[config.mk]
export PLATFORM = sky130hd
export DESIGN_NAME = gray_to_binary
export DESIGN_NICKNAME = d
export VERILOG_FILES = /design/src/rtl/gray_to_binary.sv
export SDC_FILE = /design/constraint.sdc
export NUM_CORES = 1
export LEC_CHECK = 0
export BUFFER_PORTS_ARGS = -buffer_cell sky130_fd_sc_hd__buf_2
export CORE_AREA = 2 2 39 41
export DETAILED_ROUTE_END_ITERATION = 10
export DIE_AREA = 0 0 41 43
export PLACE_DENSITY = 0.4
export REMOVE_ABC_BUFFERS = 1
export SLEW_MARGIN = 20
export SYNTH_ARGS = -nofsm -noshare
export SYNTH_HDL_FRONTEND = slang
export SYNTH_SLANG_ARGS = --single-unit
[constraint.sdc]
create_clock -name clk -period 1.7 [get_ports clk]
set_input_delay 0 -clock clk [delete_from_list [all_inputs] [get_ports clk]]
set_output_delay 0 -clock clk [all_outputs]
set_load 0.01 [all_outputs]
[src/rtl/gray_to_binary.sv]
// Reflected Gray code to natural binary converter with a registered result and valid flag.
// Latency: 1 clock from an accepted gray_valid to binary_out/binary_valid.
// No backpressure: every valid input is accepted, one word per clock.
module gray_to_binary #(
    parameter int WIDTH = 4
) (
    input  logic             clk,
    input  logic             rst_n,
    input  logic [WIDTH-1:0] gray_in,
    input  logic             gray_valid,
    output logic [WIDTH-1:0] binary_out,
    output logic             binary_valid
);

    logic [WIDTH-1:0] bin_d;
    logic [WIDTH-1:0] bin_q;
    logic             vld_q;

    // Each binary bit is the parity of the Gray bits at and above it.
    for (genvar i = 0; i < WIDTH; i++) begin : g_conv
        assign bin_d[i] = ^gray_in[WIDTH-1:i];
    end

    always_ff @(posedge clk or negedge rst_n) begin
        if (!rst_n) begin
            bin_q <= '0;
            vld_q <= 1'b0;
        end else begin
            vld_q <= gray_valid;
            if (gray_valid) begin
                bin_q <= bin_d;
            end
        end
    end

    assign binary_out   = bin_q;
    assign binary_valid = vld_q;

endmodule

Word-level counts from Yosys, hierarchy flattened
Cells that the tools add are included.
{ "totals": {"input_bits": 7, "word_cells": 5, "out_inout_bits": 5, "reg_bits": 5} }
{ "classes": {"reduce_logical": 3} }
{ "ops": {"columns": ["op", "count"], "rows": [
  ["$reduce_xor 4->1", 1],
  ["$reduce_xor 3->1", 1],
  ["$reduce_xor 2->1", 1]
]} }

Depth between registers and ports, before layout
Gate-level depths: netlist of run 1.
{ "depth": {"ltp_word": 1, "mapped_depth": 3} }

Worst setup path before layout of run 1
OpenSTA, ideal clock, no wires.
{ "synth_timing": {"path_kind": "reg2reg", "startpoint": "register binary_out[1] (netlist name)", "endpoint": "register bin_q[1] (netlist: binary_out[1])", "arrival_time_ps": 654, "path_slack_ps": 921, "required_time_ps": 1575, "path_stages_with_launch": 2, "path_cell_list": "dfrtp_1 -> mux2_4"} }
{ "synth_rtl": {"columns": ["element", "line_no", "source"], "rows": [
  ["end signal: assignment", "31", "bin_q <= bin_d;"],
  ["end: declaration", "16", "logic [WIDTH-1:0] bin_q;"]
]} }

Worst setup path in the final report of run 1
{ "layout_timing": {"startpoint": "input port gray_valid", "endpoint": "register bin_q[3] (netlist: binary_out[3])"} }
{ "layout_rtl": {"columns": ["element", "line_no", "source"], "rows": [
  ["start: declaration", "10", "input logic gray_valid,"]
]} }
No word-level cell between the ends.

==> results.json, run 1 <==
{
  "syn2layout_area_growth_pct": 57.4,
  "tns_ps": 0,
  "synthMuxAreaShare_pct": 12.4,
  "outcome": "finished, final reports clean",
  "design_area_um2": 333,
  "grt_setup_unrepaired": "no",
  "vias": 171,
  "synth_top_area_cell": "dfrtp_1",
  "drc": 0,
  "cp.arrival_ps": 1040,
  "synth_seq_cells": 5,
  "antenna_found_initial": 0,
  "setup_viol": 0,
  "die_y_um": 43,
  "fmax_mhz": 1100,
  "hold_viol_final": 0,
  "yosysMostFrequentCell": "dfrtp_1",
  "post_synth.cell_area_avg_um2": 14.1,
  "reg2reg_slack_ps": 950,
  "drive_above_1_share_pct": 53.1,
  "slew_viol_final": 0,
  "core_area_um2": 1380,
  "synth_edf_count": 0,
  "synth-xor-area-share_pct": 20.1,
  "ys_top_cells_by_count": "dfrtp_1, xnor2_1, a21oi_1, nor2_1",
  "drt_iter0_drc": 0,
  "grt_max_degree": 8,
  "max-vdd-ir-drop_mv": 0.267,
  "min_path_cells": 2,
  "reg2reg_from": "binary_out[1]",
  "cts_buffers": 3,
  "cts_hold_buffers": 2,
  "place.gp.congestion": 0.587,
  "synth_area_leaders": "dfrtp_1, xnor2_1, xnor2_2",
  "p_leak_nw": 0.156,
  "grt_pass1_wl_um": 676,
  "htreeDepth": 1,
  "vias_per_cell": 3.56,
  "cts_buffer_depth": 2,
  "critPathRequiredTime_ps": 1830,
  "hold_path_class": "input pin to flop",
  "cts_setup_buffers": 0,
  "drv_cap": 0,
  "io_pins": 12,
  "synth_top_family_by_area": "XOR/XNOR gates",
  "multi_input_area_um2": 86.3,
  "crit_path_start_kind": "input pin",
  "cp_max_fo": 7,
  "synthAdderAreaFrac_pct": 0,
  "relSlewSlack_pct": 84.0,
  "die_x_um": 41,
  "worstSetupPathType": "input pin to flop",
  "wire_per_inst_um": 9.02,
  "num_rows": 14,
  "drtAntennaViolNets": 0,
  "synthSimpleGateAreaFrac_pct": 3.55,
  "clkSinkCount": 5,
  "start_util_pct": 15.3,
  "yosysSeqAreaShare_pct": 59.2,
  "synth-compound-area-share_pct": 4.73,
  "yosys_warnings": 0,
  "p_total_mw": 0.354,
  "hp-start": "gray_in[3]",
  "place_area_um2": 287,
  "dieArea_um2": 1760,
  "reg2reg_depth": 1,
  "layout_min_cycle_time_ps": 911,
  "synth.cell_area_um2": 211,
  "fillers": 156,
  "grt_usage_pct": 6.65,
  "r2r-end": "binary_out[1]",
  "clk_pin_slew_ps": 40,
  "min_period_over_period_pct": 53.6,
  "place.port_buffers": 11,
  "skew_ps": 0,
  "synth_cell_type_count": 7,
  "cts_tree": "built",
  "first_global_vias": 184,
  "min_to": "binary_out[3]",
  "cts_root_buf": "clkbuf_4",
  "tightestPinTransition_ps": 239,
  "dr.pass1.iters": 1,
  "drt-total-wl_um": 433,
  "power.density_nw_per_um2": 1060,
  "async_reset_ff_share_pct": 100,
  "syn_inst": 15,
  "regArea_um2": 125,
  "nNetsFinal": 40,
  "cts_resized": 0,
  "synthFlopType": "dfrtp_1",
  "end_kind": "flop",
  "antenna-diode-count": 0,
  "insertion_delay_ps": 240,
  "grt_overflow": 0,
  "synth_top_area_share_pct": 59.2
}
==> sequential cells by signal, summed over array words and instances (netlist names) <==
| register | count |
|---|---|
| binary_out | 4 |
| binary_valid | 1 |
==> metal layers <==
layer	part of all wire (%)	track usage, %	routed length (um)
met1	41	6.49	176
met5	0	0	0
met2	44	7.81	189
met4	4.4	10.0	19
met3	11	3.14	47
==> report_power, final <==
part / total (mW) / internal [mW] / switching, mW
combinational: 0.0728 / 0.0399 / 0.0329
sequential: 0.142 / 0.135 / 0.00676
clock: 0.139 / 0.0888 / 0.0504
total: 0.354 / 0.264 / 0.0901
==> worst max-delay path by stage <==
stage,from,endpoint,slack [ps],cells past startpoint
after global routing,gray_valid,binary_out[3],780,3
after floorplan,binary_out[1],binary_out[1],920,1
after CTS,gray_valid,binary_out[3],790,3
after global placement,gray_in[3],binary_out[1],870,4
final,gray_valid,binary_out[3],790,3
after detailed placement,gray_in[3],binary_out[1],850,4
==> layout by cell type (no fill, tap or decap) <==
cell,count
a21oi_1,2
buf_2,11
clkbuf_1,1
clkbuf_4,3
dfrtp_1,5
dlygate4sd3_1,2
mux2_2,1
mux2_4,1
nor2_1,2
xnor2_1,3
xnor2_2,1
==> critical path, cell delays in order <==
cell	delay, ps
dlygate4sd3_1	520
buf_2	180
mux2_2	340
==> final cells by class <==
type,instances,share of cell area [%]
flip-flops and latches,5,37.6
well taps,16,6.02
repair buffers,13,22.6
clock buffers,4,7.89
multi-input cells,10,25.9
==> through the flow <==
step	utilization (%)	cells	hold slack, ps	worst slack [ps]
after global routing	24.1	48	33.0	776
after global placement	20.7	42	-181	865
final	24.1	48	40.9	789
after CTS	24.1	48	36.6	787
after floorplan	-	15	-296	921
after detailed placement	20.7	42	-181	851
==> kinds of logic after synthesis <==
kind of cell              Yosys count
and+or+nand+nor                     2
DFF                                 5
AOI/OAI and AO/OA                   2
xor gates and xnor gates            4
muxes                               2
(Power assumes the default switching activity.)
==> run 2: changes to the inputs <==
--- a/config.mk
+++ b/config.mk
@@ -9,7 +9,7 @@
 export CORE_AREA = 2 2 39 41
 export DETAILED_ROUTE_END_ITERATION = 10
 export DIE_AREA = 0 0 41 43
-export PLACE_DENSITY = 0.4
+export PLACE_DENSITY = 0.41
 export REMOVE_ABC_BUFFERS = 1
 export SLEW_MARGIN = 20
 export SYNTH_ARGS = -nofsm -noshare
==> constraint.sdc (replaced) <==
create_clock -name clk -period 0.8 [get_ports clk]
set_input_delay 0 -clock clk [delete_from_list [all_inputs] [get_ports clk]]
set_output_delay 0 -clock clk [all_outputs]
set_load 0.01 [all_outputs]
==> run 2 against run 1 <==
  * Clock skew unchanged
  * First-iteration DRC count increased by 1
  * Flip-flop and latch count unchanged
  * Critical path depth fell by 2
  * Non-clock buffer count increased by 1
  * Worst setup slack worse by 750 ps
  * Sequential share of layout area shrank 0.83 points
  * Sequential power grew 110%
  * Wire length increased by 8.8%
==> results.json, run 2 (synthesis gave the netlist of run 1 again) <==
{
  "reg2reg_from": "binary_out[1]",
  "critPathRequiredTime_ps": 800,
  "p_sw_share_pct": 25.0,
  "tns_ps": 0,
  "clkSinkCount": 5,
  "end_kind": "output port",
  "core_area_um2": 1380,
  "hold_path_class": "input pin to flop",
  "p_leak_nw": 0.161,
  "max-vdd-ir-drop_mv": 0.454,
  "place.gp.congestion": 0.631,
  "path_cells": "buf_2",
  "p_total_mw": 0.756,
  "r2r-end": "binary_out[1]",
  "nNetsFinal": 41,
  "wl_met1_um": 121,
  "cts_setup_buffers": 0,
  "die_x_um": 41,
  "crit_family": "flip-flops",
  "drive_above_1_share_pct": 54.5,
  "cp_max_fo": 2,
  "tightestPinTransition_ps": 166,
  "wl_met2_um": 293,
  "clk_pin_slew_ps": 40,
  "critPathBufInv": 1,
  "drv_cap": 0,
  "hold_viol_final": 0,
  "finalNonFillerCells": 49,
  "relSlewSlack_pct": 88.9,
  "grt_overflow": 0,
  "max_stage_delay_ps": 370,
  "htreeDepth": 1,
  "p_seq_share_pct": 40.2,
  "cts_tree": "built",
  "dp_slack_ps": 14.6,
  "dieArea_um2": 1760,
  "grt_pass1_wl_um": 793,
  "outcome": "finished, final reports clean",
  "p_int_mw": 0.567,
  "layout_min_cycle_time_ps": 756,
  "insertion_delay_ps": 240,
  "place.port_buffers": 11,
  "p_switching_mw": 0.189,
  "pwr-share-clk_pct": 38.4,
  "design_area_um2": 340,
  "vias": 180,
  "die_y_um": 43,
  "drt-total-wl_um": 471,
  "layout_common_cells": "buf_2, dfrtp_1, xnor2_1, clkbuf_4",
  "io_pins": 12,
  "fin_ws_ps": 43.8,
  "utilization_pct": 24.6,
  "dr.pass1.iters": 2,
  "power.density_nw_per_um2": 2220,
  "antenna_found_initial": 0,
  "setup_viol": 0,
  "holdWs_ps": 33.5,
  "syn2layout_area_growth_pct": 60.9,
  "drtAntennaViolNets": 0,
  "skew_ps": 0,
  "min_path_cells": 2,
  "vias_per_cell": 3.67,
  "combinationalPowerShare_pct": 21.5,
  "fmax_mhz": 1320,
  "grt_max_degree": 8,
  "drt_iter0_drc": 1,
  "start_util_pct": 15.3,
  "wire_per_inst_um": 9.61,
  "cts_buffer_depth": 2,
  "cts_root_buf": "clkbuf_4",
  "antenna-diode-count": 0,
  "slew_viol_final": 0,
  "worstSetupPathType": "flop to output port",
  "largest_reg_flops": 4,
  "grt_setup_unrepaired": "no",
  "dpl.cell_count": 43,
  "hp-start": "gray_valid",
  "min_to": "binary_out[0]",
  "cpMaxStageDelayCell": "dfrtp_1",
  "place_area_um2": 294,
  "first_global_vias": 211,
  "grt_usage_pct": 7.66,
  "cts_buffers": 3,
  "reg2reg_slack_ps": 50,
  "top_layer": "met4",
  "num_rows": 14,
  "crit_path_start_kind": "flop",
  "final_common_cell": "buf_2",
  "min_period_over_period_pct": 94.5,
  "cp.arrival_ps": 760,
  "reg2reg_depth": 1,
  "wl_met3_um": 25,
  "drc": 0
}
==> run 2: cell types whose count changed in the layout (fill, tap and decap cells not counted), sizes merged <==
cell,before,now
buf,11,12
==> run 2: power groups by stage <==
stage	sequential (mW)	clock, mW	combinational [mW]
floorplan	0.323	0	0.0633
global placement	0.305	0	0.154
detailed placement	0.309	0	0.159
CTS	0.305	0.306	0.167
global route	0.308	0.312	0.184
finish	0.304	0.290	0.162
==> run 2: area by class of cell <==
type                       count  area (um2)
fill                         162        1040
clock buffer                   4        26.3
tap                           16        20.0
timing repair buffer          14        82.6
sequential                     5         125
multi-input combinational     10        86.3
==> run 2: what timing repair did <==
action                    in CTS  in global routing
hold buffers                   2                  0
gates resized for setup        0                  0
hold endpoints to repair       6                  0
==> run 2: how the worst max path moves through the flow <==
| stage | slack [ps] | endpoint | cells after the start | start |
|---|---|---|---|---|
| after floorplan | 20 | binary_out[1] | 1 | binary_out[1] |
| after global placement | 30 | binary_out[1] | 4 | gray_in[3] |
| after detailed placement | 10 | binary_out[0] | 5 | gray_in[3] |
| after CTS | 30 | binary_out[0] | 1 | binary_out[0] |
| after global routing | 20 | binary_out[1] | 1 | binary_out[1] |
| final | 40 | binary_out[0] | 1 | binary_out[0] |
==> run 2: routing by layer <==
layer	vias to the layer above	track usage [%]
li1	84	-
met1	84	4.89
met2	8	12.5
met3	4	1.57
met4	0	12.0
met5	-	0
